## src/rtl/bp_update_ctrl.sv

```systemverilog
// Branch-predictor update controller.
// Collects branch resolutions from two resolve ports into a small FIFO and
// replays them one per cycle as PHT counter-update commands. After reset or
// a flush_tables pulse it sweeps every PHT index with a write-weakly-taken
// command before accepting resolutions again.
//
// Ports:
//   clk, rst                     clock (rising edge), async active-high reset
//   s0_*/s1_*                    resolve ports: valid/ready, pc, taken, mispred
//   flush_tables                 pulse: drop queued updates, re-run init sweep
//   init_busy                    high while the init sweep runs
//   pht_upd_en/_pc/_taken        counter-update command (driven from FIFO head)
//   pht_init_en/_index           init-sweep write command
//   stat_branches/stat_mispreds  saturating update counters, present only when
//                                BP_UPDATE_STATS_EN is defined
module bp_update_ctrl #(
    parameter int unsigned INDEX_BITS = 6,
    parameter int unsigned FIFO_DEPTH = 4
) (
    input  logic                  clk,
    input  logic                  rst,
    input  logic                  s0_valid,
    output logic                  s0_ready,
    input  logic [31:0]           s0_pc,
    input  logic                  s0_taken,
    input  logic                  s0_mispred,
    input  logic                  s1_valid,
    output logic                  s1_ready,
    input  logic [31:0]           s1_pc,
    input  logic                  s1_taken,
    input  logic                  s1_mispred,
    input  logic                  flush_tables,
    output logic                  init_busy,
    output logic                  pht_upd_en,
    output logic [31:0]           pht_upd_pc,
    output logic                  pht_upd_taken,
    output logic                  pht_init_en,
    output logic [INDEX_BITS-1:0] pht_init_index
`ifdef BP_UPDATE_STATS_EN
    ,
    output logic [31:0]           stat_branches,
    output logic [31:0]           stat_mispreds
`endif
);

    localparam int unsigned PTR_W = (FIFO_DEPTH > 1) ? $clog2(FIFO_DEPTH) : 1;
    localparam int unsigned CNT_W = PTR_W + 1;

    typedef enum logic {ST_INIT, ST_RUN} state_t;

    typedef struct packed {
        logic [31:0] pc;
        logic        taken;
        logic        mispred;
    } upd_entry_t;

    state_t                state, state_n;
    logic [INDEX_BITS-1:0] idx, idx_n;
    logic                  rr_port, rr_port_n;

    upd_entry_t            fifo_mem [FIFO_DEPTH];
    logic [PTR_W-1:0]      wr_ptr, rd_ptr;
    logic [CNT_W-1:0]      count;
    logic                  fifo_full, fifo_empty;
    logic                  push, pop, fifo_clear;
    upd_entry_t            push_entry, head;

    assign fifo_full  = (count == CNT_W'(FIFO_DEPTH));
    assign fifo_empty = (count == '0);
    assign head       = fifo_mem[rd_ptr];

    // State, sweep index and round-robin pointer
    always_ff @(posedge clk or posedge rst) begin
        if (rst) begin
            state   <= ST_INIT;
            idx     <= '0;
            rr_port <= 1'b0;
        end else begin
            state   <= state_n;
            idx     <= idx_n;
            rr_port <= rr_port_n;
        end
    end

    // Next state, arbitration and command outputs
    always_comb begin
        state_n        = state;
        idx_n          = idx;
        rr_port_n      = rr_port;
        s0_ready       = 1'b0;
        s1_ready       = 1'b0;
        init_busy      = 1'b0;
        pht_init_en    = 1'b0;
        pht_init_index = '0;
        pht_upd_en     = 1'b0;
        pht_upd_pc     = '0;
        pht_upd_taken  = 1'b0;
        push           = 1'b0;
        pop            = 1'b0;
        fifo_clear     = 1'b0;
        push_entry     = '0;
        unique case (state)
            ST_INIT: begin
                init_busy      = 1'b1;
                pht_init_en    = 1'b1;
                pht_init_index = idx;
                if (flush_tables) begin
                    idx_n = '0;
                end else if (idx == '1) begin
                    idx_n   = '0;
                    state_n = ST_RUN;
                end else begin
                    idx_n = idx + INDEX_BITS'(1);
                end
            end
            ST_RUN: begin
                if (flush_tables) begin
                    // The head is discarded along with the rest of the queue.
                    state_n    = ST_INIT;
                    idx_n      = '0;
                    fifo_clear = 1'b1;
                end else begin
                    if (!fifo_empty) begin
                        pht_upd_en    = 1'b1;
                        pht_upd_pc    = head.pc;
                        pht_upd_taken = head.taken;
                        pop           = 1'b1;
                    end
                    // Occupancy is judged before this cycle's pop: no bypass when full.
                    if (!fifo_full) begin
                        if (s0_valid && s1_valid) begin
                            s0_ready  = ~rr_port;
                            s1_ready  = rr_port;
                            rr_port_n = ~rr_port;
                        end else begin
                            s0_ready = s0_valid;
                            s1_ready = s1_valid;
                        end
                    end
                    push       = s0_ready | s1_ready;
                    push_entry = s0_ready ? '{pc: s0_pc, taken: s0_taken, mispred: s0_mispred}
                                          : '{pc: s1_pc, taken: s1_taken, mispred: s1_mispred};
                end
            end
            default: state_n = ST_INIT;
        endcase
    end

    // Queue storage; contents are qualified by count so no reset is needed
    always_ff @(posedge clk) begin
        if (push) begin
            fifo_mem[wr_ptr] <= push_entry;
        end
    end

    // Queue pointers and occupancy; power-of-two depth wraps pointers naturally
    always_ff @(posedge clk or posedge rst) begin
        if (rst) begin
            wr_ptr <= '0;
            rd_ptr <= '0;
            count  <= '0;
        end else if (fifo_clear) begin
            wr_ptr <= '0;
            rd_ptr <= '0;
            count  <= '0;
        end else begin
            if (push) wr_ptr <= wr_ptr + PTR_W'(1);
            if (pop)  rd_ptr <= rd_ptr + PTR_W'(1);
            unique case ({push, pop})
                2'b10:   count <= count + CNT_W'(1);
                2'b01:   count <= count - CNT_W'(1);
                default: count <= count;
            endcase
        end
    end

`ifdef BP_UPDATE_STATS_EN
    // Saturating statistics; only rst clears them
    always_ff @(posedge clk or posedge rst) begin
        if (rst) begin
            stat_branches <= '0;
            stat_mispreds <= '0;
        end else if (pop) begin
            if (stat_branches != '1) stat_branches <= stat_branches + 32'd1;
            if (head.mispred && stat_mispreds != '1) stat_mispreds <= stat_mispreds + 32'd1;
        end
    end
`else
    // The mispred flag is queued regardless; it only feeds the statistics.
    logic unused_mispred;
    assign unused_mispred = head.mispred;
`endif

endmodule

```

## config.mk

```make
export PLATFORM = sky130hd
export DESIGN_NAME = bp_update_ctrl
export DESIGN_NICKNAME = d
export VERILOG_FILES = /design/src/rtl/bp_update_ctrl.sv
export SDC_FILE = /design/constraint.sdc
export NUM_CORES = 1
export LEC_CHECK = 0
export BUFFER_PORTS_ARGS = -buffer_cell sky130_fd_sc_hd__clkbuf_2
export CAP_MARGIN = 30
export CORE_ASPECT_RATIO = 0.9
export CORE_MARGIN = 1.5
export CORE_UTILIZATION = 60
export DETAILED_ROUTE_END_ITERATION = 6
export PLACE_DENSITY = 0.95
export SLEW_MARGIN = 10
export SYNTH_ARGS = -nofsm -noshare
export SYNTH_HDL_FRONTEND = slang
export SYNTH_SLANG_ARGS = --single-unit
```

## constraint.sdc

```tcl
create_clock -name clk -period 4.09 [get_ports clk]
set_input_delay 1.227 -clock clk [delete_from_list [all_inputs] [get_ports clk]]
set_output_delay 1.227 -clock clk [all_outputs]
set_load 0.01 [all_outputs]
```

==> After elaboration in Yosys (flattened, before gate mapping) <==
Memory sizes are Yosys's and may differ from the RTL's.
Cells that the tools add are included.
{ "classes": {"reduce_logical": 6, "bitwise_logic": 5, "muxes": 46, "n_eq_ne": 5, "div": 0, "magnitude_cmp": 0, "n_mul": 0, "n_shift": 0, "addsub": 5} }
{ "ops": {"columns": ["operator", "n"], "rows": [
  ["two-way mux 34 bit", 3],
  ["two-way mux 32 bit", 3],
  ["two-way mux 1 bit", 28],
  ["two-way mux 6 bit", 4],
  ["case mux 6 bit (2 select lines)", 1],
  ["two-way mux 2 bit", 4],
  ["adder 6 x 1 -> 6 bit, second input constant", 1],
  ["== test 6 bit, second input constant", 1],
  ["case mux 3 bit (2 select lines)", 1],
  ["adder 2 x 1 -> 2 bit, second input constant", 2],
  ["inverter 1 bit", 4],
  ["AND reduction 4 bit", 1],
  ["nonzero test 2 bit", 2],
  ["adder 3 x 1 -> 3 bit, second input constant", 1],
  ["== test 3 bit, second input constant", 1],
  ["logical NOT 3 bit", 1],
  ["two-way mux 3 bit", 1],
  ["nonzero test 3 bit", 1],
  ["subtractor 3 x 1 -> 3 bit, second input constant", 1],
  ["== test 2 x 1 -> 1 bit, second input constant", 1],
  ["== test 2 bit, second input constant", 1],
  ["!= test 2 bit, second input constant", 1],
  ["case mux 1 bit (2 select lines)", 1],
  ["logical AND 1 bit", 1],
  ["bitwise OR 1 bit", 1]
]} }
{ "word_totals": {"n_memories": 1, "output_inout_bits": 44, "romBits": 0, "register_bits": 15, "latchBits": 0, "elab_cells": 74, "ramBits": 136, "in_bits": 73} }
{ "mem_list": {"columns": ["memory", "depth", "width", "read_ports", "rd_ports_with_merged_regs", "write_ports", "line", "rtl"], "rows": [
  ["fifo_mem", 4, 34, 1, 0, 1, "61", "upd_entry_t fifo_mem [FIFO_DEPTH];"]
]} }

==> Longest topological paths before layout <==
Gate-level depths: netlist (run 1).
{ "depth": {"word_depth": 11, "depth_mapped": 9} }

==> Least setup slack after synthesis (run 1) <==
OpenSTA, ideal clock, no wires.
{ "synth_timing": {"path_type": "input to output", "from": "input port s0_valid", "to": "output port s0_ready", "path_stages": 4, "slack_ns": 0.768, "required_ns": 2.863, "arrival_ns": 2.095, "cell_sequence": "buf_2 > a21bo_2 > clkbuf_1 > nor3_1"} }
{ "synth_via": {"elab_chain_cells": 7} }
{ "synth_lines": {"columns": ["item", "line", "rtl"], "rows": [
  ["from (decl)", "22", "input logic s0_valid,"],
  ["logical AND 1 bit", "131", "if (s0_valid && s1_valid) begin"],
  ["two-way mux 1 bit *", "131", null],
  ["two-way mux 1 bit *", "130", "if (!fifo_full) begin"],
  ["two-way mux 1 bit *", "117", "if (flush_tables) begin"],
  ["two-way mux 1 bit *", "102", "unique case (state)"],
  ["two-way mux 1 bit *", "117", null],
  ["two-way mux 1 bit *", "102", null],
  ["to (decl)", "23", "output logic s0_ready,"]
]} }
Every way passes the cells marked *; elsewhere a longest branch is shown, timed or not. The select of a mux whose other input is x is not followed.

==> Worst setup path after layout (run 1) <==
{ "layout_timing": {"from": "input port flush_tables", "to": "output port pht_upd_pc[1]"} }
{ "layout_via": {"elab_chain_cells": 2} }
{ "layout_lines": {"columns": ["item", "line", "rtl"], "rows": [
  ["from (decl)", "32", "input logic flush_tables,"],
  ["two-way mux 32 bit", "117", null],
  ["two-way mux 32 bit", "102", null],
  ["to (decl)", "35", "output logic [31:0] pht_upd_pc,"]
]} }
No other way between the ends.

==> results of run 1 <==
## critical path: cells and delay by family
kind / cells / cell delay, ns
compound gates: 1 / 0.18
buf+inv: 3 / 0.59
simple gates: 2 / 0.59
## through the flow
stage	instance area [µm²]	hold WS (ns)	utilization	power, mW	setup slack [ns]
finish	7940	0.572	0.734	3.39	0.268
global route	7940	0.608	0.734	3.50	0.193
CTS	7880	0.573	0.729	3.39	0.273
detailed placement	7320	0.560	0.678	1.95	0.293
global placement	7320	0.516	0.678	1.93	0.348
floorplan	6680	0.503	-	1.89	0.768
## cell usage in the layout, fill, tap and decap left out, drive strengths merged, types with 3 or more instances in the layout
cell type,synthesis,final
mux4,33,33
o21ai,37,37
nand3,36,36
nor3,4,4
or2,3,3
inv,8,13
ha,5,5
nor2b,40,40
edfxtp,132,132
clkbuf,8,132
nand2,8,8
clkinvlp,0,5
clkinv,0,3
mux2i,3,3
nor2,6,6
buf,28,13
and2,4,4
dfrtp,15,15
a21oi,38,38
## power breakdown
part,leakage [nW],switching (mW),internal [mW]
clock network,0.258,0.619,0.842
logic,1.18,0.156,0.124
registers,1.23,0.0287,1.62
total,2.68,0.804,2.59
## metal layers
layer / up-vias / routed length, µm
li1: 1916 / -
met1: 2163 / 6000
met2: 281 / 7960
met3: 48 / 1210
met4: 0 / 567
met5: - / 0
## logic make-up after synthesis
group,count (synthesis),synth area share
muxes,36,0.116
xor gates and xnor gates,3,0.00394
and+or+nand+nor,116,0.101
adders and majority gates,6,0.0124
buffers and inverters,44,0.0414
AOI/OAI and AO/OA,89,0.0754
DFF,147,0.650
## sequential cells by signal, summed over array words and instances (netlist names)
name / flops
count: 3
fifo_mem: 132
state: 1
rr_port: 1
rd_ptr: 2
idx: 6
wr_ptr: 2
## cell type report
class | count | area [µm²] | area share
Clock buffer | 18 | 429 | 0.0541
Clock inverter | 14 | 129 | 0.0162
Inverter | 8 | 30.0 | 0.00378
Multi-Input combinational cell | 250 | 2070 | 0.261
Sequential cell | 147 | 4340 | 0.547
Tap cell | 133 | 166 | 0.0210
Timing Repair Buffer | 127 | 771 | 0.0971
## worst paths after layout
| path | slack [ns] | endpoint | cells after the start | startpoint |
|---|---|---|---|---|
| worst min register to register | 0.57 | wr_ptr[1] | 2 | wr_ptr[1] |
| worst max register to register | 1.14 | count[2] | 8 | state |
| min in group asynchronous | 0.84 | rr_port | 2 | rst |
| max in group asynchronous | 2.83 | rd_ptr[0] | 2 | rst |
| worst max-delay path | 0.27 | pht_upd_pc[1] | 6 | flush_tables |
| worst min-delay path | 0.57 | wr_ptr[1] | 2 | wr_ptr[1] |
==> impl_metrics.yaml, run 1 <==
yosys:
  yosysUniqueCellTypes: 50
  ys_async_sr_fraction: 0.102
  ys.flop_type: "edfxtp_1"
  synth_seq_cells: 147
  synth_largest_area_cell: "edfxtp_1"
  synth.most_common_cell: "edfxtp_1"
  yosysWarnings: 0
  syn_nets: 520
  synthCells: 441
  postSynthAreaPerCell_um2: 15.1
  synth_edf_count: 132
  synthTopCellsByCount: "edfxtp_1 (132), nor2b_1 (40), a21oi_1 (38), nand3_1 (36), mux4_2 (33)"
  netlist_area_um2: 6680
  netlist.area_leader.share: 0.594
  seq_area_frac_synth: 0.650
  synth_area_leaders: "edfxtp_1 (59%), mux4_2 (11%), dfrtp_1 (5.6%)"
global_routing:
  grt.total_usage: 0.281
  grt_max_degree: 37
  met2_usage: 0.470
  gr-usage-met3: 0.0629
  grt_overflow: 0
  grt_pass1_vias: 4414
  grt.busiest_layer: "met2"
  antenna_found_initial: 0
  grt_pass1_wl_um: 23800
  gr-usage-met1: 0.360
die:
  dieArea_um2: 11800
  initial_utilization: 0.617
  die_h_um: 103
  dieWidth_um: 114
  row_count: 36
  io_pins: 117
  design.core.area_um2: 10800
clocking:
  htreeDepth: 4
  clk_pin_slew_ns: 0.06
  clock_sinks: 147
  post_cts_resize_count: 0
  worstSkewPairLatency_ns: 0.42
  tritoncts: "built"
  clockBufferDepth: 2
  cts_setup_buffers: 0
  cts_root_buffer: "clkbuf_16"
  numCtsBuffers: 17
  cts_hold_buf: 0
route:
  viasPerCell: 6.32
  dr.pass1.iters: 7
  drt-initial-drc-count: 304
  drc: 2
  num_vias: 4408
  wl_per_cell_um: 22.6
  drt-total-wl_um: 15700
  drtAntennaViolNets: 0
setup_path:
  crit_top_cell: "clkbuf_2"
  cp_data_arrival_time_ns: 2.60
  worstSetupPathType: "in -> out"
  worst_path_max_delay_cell: "and2b_2"
  path_cells: "clkbuf_2 -> and2b_2 -> o21ai_4 -> buf_16 -> nor2b_1 -> clkbuf_2"
  critPathCaptureType: "primary output"
  crit_required_ns: 2.86
  cp-start-kind: "input port"
  critPathMaxFanout: 22
  cpPeakStageDelay_ns: 0.36
placed_design:
  dp.cells: 663
  io_buffers: 114
  hpwl_um: 9360
  gp_congestion: 0.853
layout:
  drive_gt1_frac: 0.362
  antenna-diode-count: 0
  instances_no_fill: 697
  layout.nets: 630
  n_fill_cell: 644
  syn2layout_area_growth_pct: 18.9
timing:
  fin_crit_ns: 3.82
  setup_viol: 0
  fmax_mhz: 262
  fin_setup_tns_ns: 0
  finClkSkew_ns: 0.00591
  tightest_slew_ns: 0.727
  rsz0062_at_grt: "false"
  drv_slew: 0
  slew_headroom: 0.515
  period_share: 0.934
  hold_viol_final: 0
status:
  status: "complete, but fails checks"
  failed_checks: "design-rule violations"
worst_hold_path:
  min_path_type: "reg -> reg"
power:
  cellLeakagePower_nw: 2.68
  ir_drop_v: 0.000258
  power.density_nw_per_um2: 427
job:
  max-cap-violations: 0
No activity file was read; power rests on OpenSTA's default activity.
==> run 2, diff against run 1 <==
--- a/config.mk
+++ b/config.mk
@@ -5,6 +5,7 @@
 export SDC_FILE = /design/constraint.sdc
 export NUM_CORES = 1
 export LEC_CHECK = 0
+export ABC_CLOCK_PERIOD_IN_PS = 4090
 export BUFFER_PORTS_ARGS = -buffer_cell sky130_fd_sc_hd__clkbuf_2
 export CAP_MARGIN = 30
 export CORE_ASPECT_RATIO = 0.9
@@ -12,6 +13,7 @@
 export CORE_UTILIZATION = 60
 export DETAILED_ROUTE_END_ITERATION = 6
 export PLACE_DENSITY = 0.95
+export RECOVER_POWER = 50
 export SLEW_MARGIN = 10
 export SYNTH_ARGS = -nofsm -noshare
 export SYNTH_HDL_FRONTEND = slang
==> impl_metrics.yaml, run 2 (same netlist as run 1, synthesis figures left out) <==
clocking:
  clock_sinks: 147
  htreeDepth: 4
  numCtsBuffers: 17
  worstSkewPairLatency_ns: 0.42
  clockBufferDepth: 2
  post_cts_resize_count: 0
  cts_root_buffer: "clkbuf_16"
  tritoncts: "built"
  clk_pin_slew_ns: 0.06
  cts_hold_buf: 0
  cts_setup_buffers: 0
setup_path:
  cp_data_arrival_time_ns: 2.66
  critPathMaxFanout: 22
  crit_required_ns: 2.86
  worstSetupPathType: "in -> out"
  cp-start-kind: "input port"
  cp-endpoint: "pht_upd_pc[1]"
  critPathCaptureType: "primary output"
  startpoint: "flush_tables"
  regToRegStartpoint: "state"
  ff2ff_setup_slack_ns: 0.90
  reg2reg_depth: 8
  r2r-end: "count[2]"
power:
  cellLeakagePower_nw: 2.64
  ir_drop_v: 0.000257
  power.density_nw_per_um2: 428
status:
  status: "complete, but fails checks"
  failed_checks: "max-capacitance violations, max-slew violations"
layout:
  layout.nets: 630
  largest_register_ffs: 132
  layout_commonest_cell: "edfxtp_1"
  instances_no_fill: 697
  stdcell_area_um2: 7910
  syn2layout_area_growth_pct: 18.5
  top_register: "fifo_mem"
  top_regs: "fifo_mem: 132 flops, idx: 6 flops, count: 3 flops"
  layout_common_cells: "edfxtp_1 (132), clkbuf_2 (104), nor2b_1 (40)"
  drive_gt1_frac: 0.340
  antenna-diode-count: 0
placed_design:
  dpl-instance-area_um2: 7320
  gp_congestion: 0.853
  hpwl_um: 9360
  dp.cells: 663
  io_buffers: 114
  place_ws_ns: 0.293
route:
  dr.pass1.iters: 6
  num_vias: 4469
  drtAntennaViolNets: 0
  drt-total-wl_um: 15800
  wl_per_cell_um: 22.7
  drc: 0
  viasPerCell: 6.41
  drt-initial-drc-count: 319
timing:
  fmax_mhz: 257
  hold_viol_final: 0
  drv_slew: 12
  fin_setup_tns_ns: 0
  tightest_slew_ns: 1.83
  fin_crit_ns: 3.89
  period_share: 0.952
  rsz0062_at_grt: "false"
  finClkSkew_ns: 0.00578
  slew_headroom: -0.231
  setup_viol: 0
  timing.final.ws_setup_ns: 0.198
die:
  dieWidth_um: 114
  design.core.area_um2: 10800
  io_pins: 117
  initial_utilization: 0.617
  die_h_um: 103
  dieArea_um2: 11800
  row_count: 36
global_routing:
  grt_pass1_wl_um: 23800
  antenna_found_initial: 0
  grt_overflow: 0
  grt_pass1_vias: 4414
  grt.total_usage: 0.281
  grt_max_degree: 37
job:
  max-cap-violations: 1
worst_hold_path:
  min_path_type: "reg -> reg"
-- run 2: changes by cell type in the layout (fill, tap and decap cells not counted) --
| cell | before | now |
|---|---|---|
| clkbuf_2 | 114 | 104 |
| nor3_1 | 3 | 4 |
| nor3_2 | 1 | 0 |
| clkbuf_1 | 1 | 11 |
| a21boi_0 | 0 | 1 |
| a21boi_4 | 1 | 0 |
-- run 2: final cells by class --
cell class | count | area [µm²]
Inverter | 8 | 30.0
Multi-Input combinational cell | 250 | 2060
Sequential cell | 147 | 4340
Tap cell | 133 | 166
Fill cell | 650 | 2900
Clock buffer | 18 | 429
Timing Repair Buffer | 127 | 758
Clock inverter | 14 | 129
-- run 2: worst min path at each step --
stage                     cells past startpoint  slack, ns         to      start
after floorplan                               1       0.50  wr_ptr[0]  wr_ptr[0]
after global placement                        1       0.52  wr_ptr[0]  wr_ptr[0]
after detailed placement                      2       0.56  wr_ptr[1]  wr_ptr[1]
after CTS                                     2       0.57  wr_ptr[1]  wr_ptr[1]
after global routing                          1       0.58    rr_port    rr_port
final                                         2       0.58  wr_ptr[1]  wr_ptr[1]
-- run 2: stage by stage --
step | total power, mW | hold slack (ns) | utilization
2_1_floorplan | 1.89 | 0.503 | -
3_3_place_gp | 1.93 | 0.516 | 0.678
3_5_place_dp | 1.95 | 0.560 | 0.678
4_1_cts | 3.39 | 0.573 | 0.729
5_1_grt | 3.49 | 0.576 | 0.732
6_report | 3.39 | 0.578 | 0.732
-- run 2: critical path, stage by stage --
cell	delay (ns)
clkbuf_1	0.23
and2b_2	0.39
o21ai_4	0.18
buf_16	0.23
nor2b_1	0.23
clkbuf_2	0.18
-- run 2: where the power goes --
part,switching [mW],internal [mW]
Combinational,0.155,0.122
Clock,0.615,0.842
Sequential,0.0284,1.62
-- run 2: layer usage --
metal,global-route usage,wire length [µm],vias up
met3,0.0629,1290,60
met2,0.470,7940,327
met1,0.360,5970,2165
met5,0,0,-
li1,-,-,1917
met4,0.127,633,0
==> run 3, diff against run 2 <==
--- a/config.mk
+++ b/config.mk
@@ -5,12 +5,14 @@
 export SDC_FILE = /design/constraint.sdc
 export NUM_CORES = 1
 export LEC_CHECK = 0
+export ABC_AREA = 1
 export ABC_CLOCK_PERIOD_IN_PS = 4090
 export BUFFER_PORTS_ARGS = -buffer_cell sky130_fd_sc_hd__clkbuf_2
 export CAP_MARGIN = 30
 export CORE_ASPECT_RATIO = 0.9
 export CORE_MARGIN = 1.5
 export CORE_UTILIZATION = 60
+export CTS_BUF_LIST = sky130_fd_sc_hd__clkbuf_4 sky130_fd_sc_hd__clkbuf_8 sky130_fd_sc_hd__clkbuf_16
 export DETAILED_ROUTE_END_ITERATION = 6
 export PLACE_DENSITY = 0.95
 export RECOVER_POWER = 50
==> impl_metrics.yaml, run 3 <==
status:
  status: "complete, but fails checks"
  failed_checks: "max-capacitance violations, max-slew violations"
timing:
  fin_setup_tns_ns: 0
  tightest_slew_ns: 1.54
  hold_viol_final: 0
  whs_ns: 0.542
  drv_slew: 35
  setup_viol: 0
  rsz0062_at_grt: "false"
  period_share: 0.920
  fmax_mhz: 266
  slew_headroom: -0.0264
  finClkSkew_ns: 0.00840
  fin_crit_ns: 3.76
layout:
  layout_common_cells: "nor2_1 (212), edfxtp_1 (132), clkbuf_2 (108)"
  layout.nets: 812
  antenna-diode-count: 0
  stdcell_area_um2: 7820
  syn2layout_area_growth_pct: 18.0
  drive_gt1_frac: 0.232
  instances_no_fill: 878
  multi_input_area_um2: 1950
  n_fill_cell: 691
  regArea_um2: 4340
  largest_register_ffs: 132
  top_register: "fifo_mem"
  fin_util: 0.723
  layout_commonest_cell: "nor2_1"
  top_regs: "fifo_mem: 132 flops, idx: 6 flops, count: 3 flops"
die:
  design.core.area_um2: 10800
  dieArea_um2: 11700
  die_h_um: 103
  row_count: 36
  dieWidth_um: 114
  initial_utilization: 0.613
  io_pins: 117
yosys:
  synthTopCellsByCount: "nor2_1 (214), edfxtp_1 (132), o21ai_0 (85), a21oi_1 (24), inv_1 (23)"
  synth_compound_area_frac: 0.123
  synth_top_family_by_area: "simple AND/OR/NAND/NOR gates"
  synthSimpleGateAreaFrac: 0.157
  synthAdderAreaFrac: 0.0125
  synth.most_common_cell: "nor2_1"
  netlist_area_um2: 6630
  synthCells: 627
  synth_xor_area_frac: 0.00396
  ys_async_sr_fraction: 0.102
  yosysUniqueCellTypes: 33
  synth_edf_count: 132
  yosysWarnings: 0
  netlist.area_leader.share: 0.598
  synth_area_leaders: "edfxtp_1 (60%), nor2_1 (12%), o21ai_0 (6.4%)"
  seq_area_frac_synth: 0.654
  synth_mux_area_frac: 0
  synth_largest_area_cell: "edfxtp_1"
  synth_seq_cells: 147
  syn_nets: 706
  postSynthAreaPerCell_um2: 10.6
  ys.flop_type: "edfxtp_1"
clocking:
  numCtsBuffers: 17
  clockBufferDepth: 2
  post_cts_resize_count: 0
  tritoncts: "built"
  clk_pin_slew_ns: 0.06
  cts_setup_buffers: 0
  cts_hold_buf: 0
  worstSkewPairLatency_ns: 0.42
  cts_root_buffer: "clkbuf_16"
  htreeDepth: 4
  clock_sinks: 147
worst_hold_path:
  min_path_type: "reg -> reg"
global_routing:
  grt_overflow: 0
  grt_max_degree: 68
  grt.total_usage: 0.275
  grt_pass1_wl_um: 23900
  grt_pass1_vias: 4905
  antenna_found_initial: 0
route:
  drc: 0
  wl_per_cell_um: 17.8
  drt-initial-drc-count: 526
  viasPerCell: 5.83
  dr.pass1.iters: 5
  drtAntennaViolNets: 0
  num_vias: 5119
  drt-total-wl_um: 15700
setup_path:
  path_cells: "clkbuf_1 -> inv_1 -> nand2_4 -> a21oi_4 -> inv_4 -> a21oi_1 -> clkbuf_2"
  crit_required_ns: 2.86
  worstSetupPathType: "in -> out"
  cp_num_buf_inv: 4
  cpPeakStageDelay_ns: 0.27
  cp_data_arrival_time_ns: 2.53
  cp_top_family: "buffers and inverters"
  critPathMaxFanout: 36
  critPathCaptureType: "primary output"
  worst_path_max_delay_cell: "a21oi_1"
  cp-start-kind: "input port"
power:
  power_frac_seq: 0.477
  combPwrFrac: 0.055
  clkPwrFrac: 0.469
  power.density_nw_per_um2: 439
  cellLeakagePower_nw: 3.20
  switching_power_uw: 735
  p_sw_frac: 0.214
  ir_drop_v: 0.000339
  p_int_mw: 2.70
placed_design:
  io_buffers: 114
  dpl-instance-area_um2: 7260
  gp_congestion: 0.829
  hpwl_um: 8980
  dp.cells: 846
job:
  max-cap-violations: 1
## run 3: cell count changes after synthesis, moves of 15 or more
cell,previous run,this run
nor2_1,6,214
o21ai_0,6,85
nor2b_1,40,0
mux4_2,33,0
nand3_1,36,4
inv_1,8,23
## run 3: per-layer routing
metal  up-vias  share of wire  routed length [µm]  global-route usage
met1      2406           0.38                5960               0.334
met3        49          0.087                1360              0.0800
li1       2352              -                   -                   -
met5         -              0                   0                   0
met4         0          0.025                 393               0.127
met2       312           0.51                7940               0.462
## run 3: path summary, 6_finish.rpt
| check | start | endpoint | slack [ns] | depth (start not counted) |
|---|---|---|---|---|
| setup / recovery | flush_tables | pht_upd_pc[22] | 0.33 | 7 |
| hold / removal | rr_port | rr_port | 0.54 | 1 |
| setup reg to reg | state | fifo_mem[1][13] | 1.26 | 5 |
| hold reg to reg | rr_port | rr_port | 0.54 | 1 |
| max in group asynchronous | rst | rd_ptr[0] | 2.80 | 2 |
| min in group asynchronous | rst | rd_ptr[0] | 0.86 | 2 |
## run 3: worst register-to-register path, cell delays in order (launching register included)
cell and delay, ns:
dfrtp_1 0.58, nand2_4 0.14, clkinvlp_2 0.11, clkbuf_1 1.11, o21ai_0 0.35, nor2_1 0.33
## run 3: kinds of logic (layout without fill, tap and decap cells)
kind of cell / count (synthesis) / after routing
AOI/OAI and AO/OA: 148 / 148
xor gates and xnor gates: 3 / 3
adders and majority gates: 6 / 6
buffers and inverters: 67 / 185
DFF: 147 / 147
and+or+nand+nor: 256 / 256
## run 3: power by group through the flow
stage / combinational (mW) / clock, mW / sequential, mW
after detailed placement: 0.182 / 0 / 1.67
final: 0.188 / 1.61 / 1.64
after CTS: 0.186 / 1.62 / 1.64
after floorplan: 0.124 / 0 / 1.66
after global placement: 0.172 / 0 / 1.67
after global routing: 0.207 / 1.68 / 1.64
## run 3: through the flow
| step | worst slack (ns) | power (mW) |
|---|---|---|
| global route | 0.209 | 3.53 |
| floorplan | 0.473 | 1.78 |
| detailed placement | 0.371 | 1.85 |
| global placement | 0.406 | 1.84 |
| finish | 0.328 | 3.44 |
| CTS | 0.298 | 3.44 |
## run 3: final cells by class
type                            count  share of cell area
Multi-Input combinational cell    413               0.250
Sequential cell                   147               0.555
Tap cell                          133              0.0213
Inverter                           31              0.0154
Clock buffer                       17              0.0544
Clock inverter                     14              0.0238
Timing Repair Buffer              123              0.0803
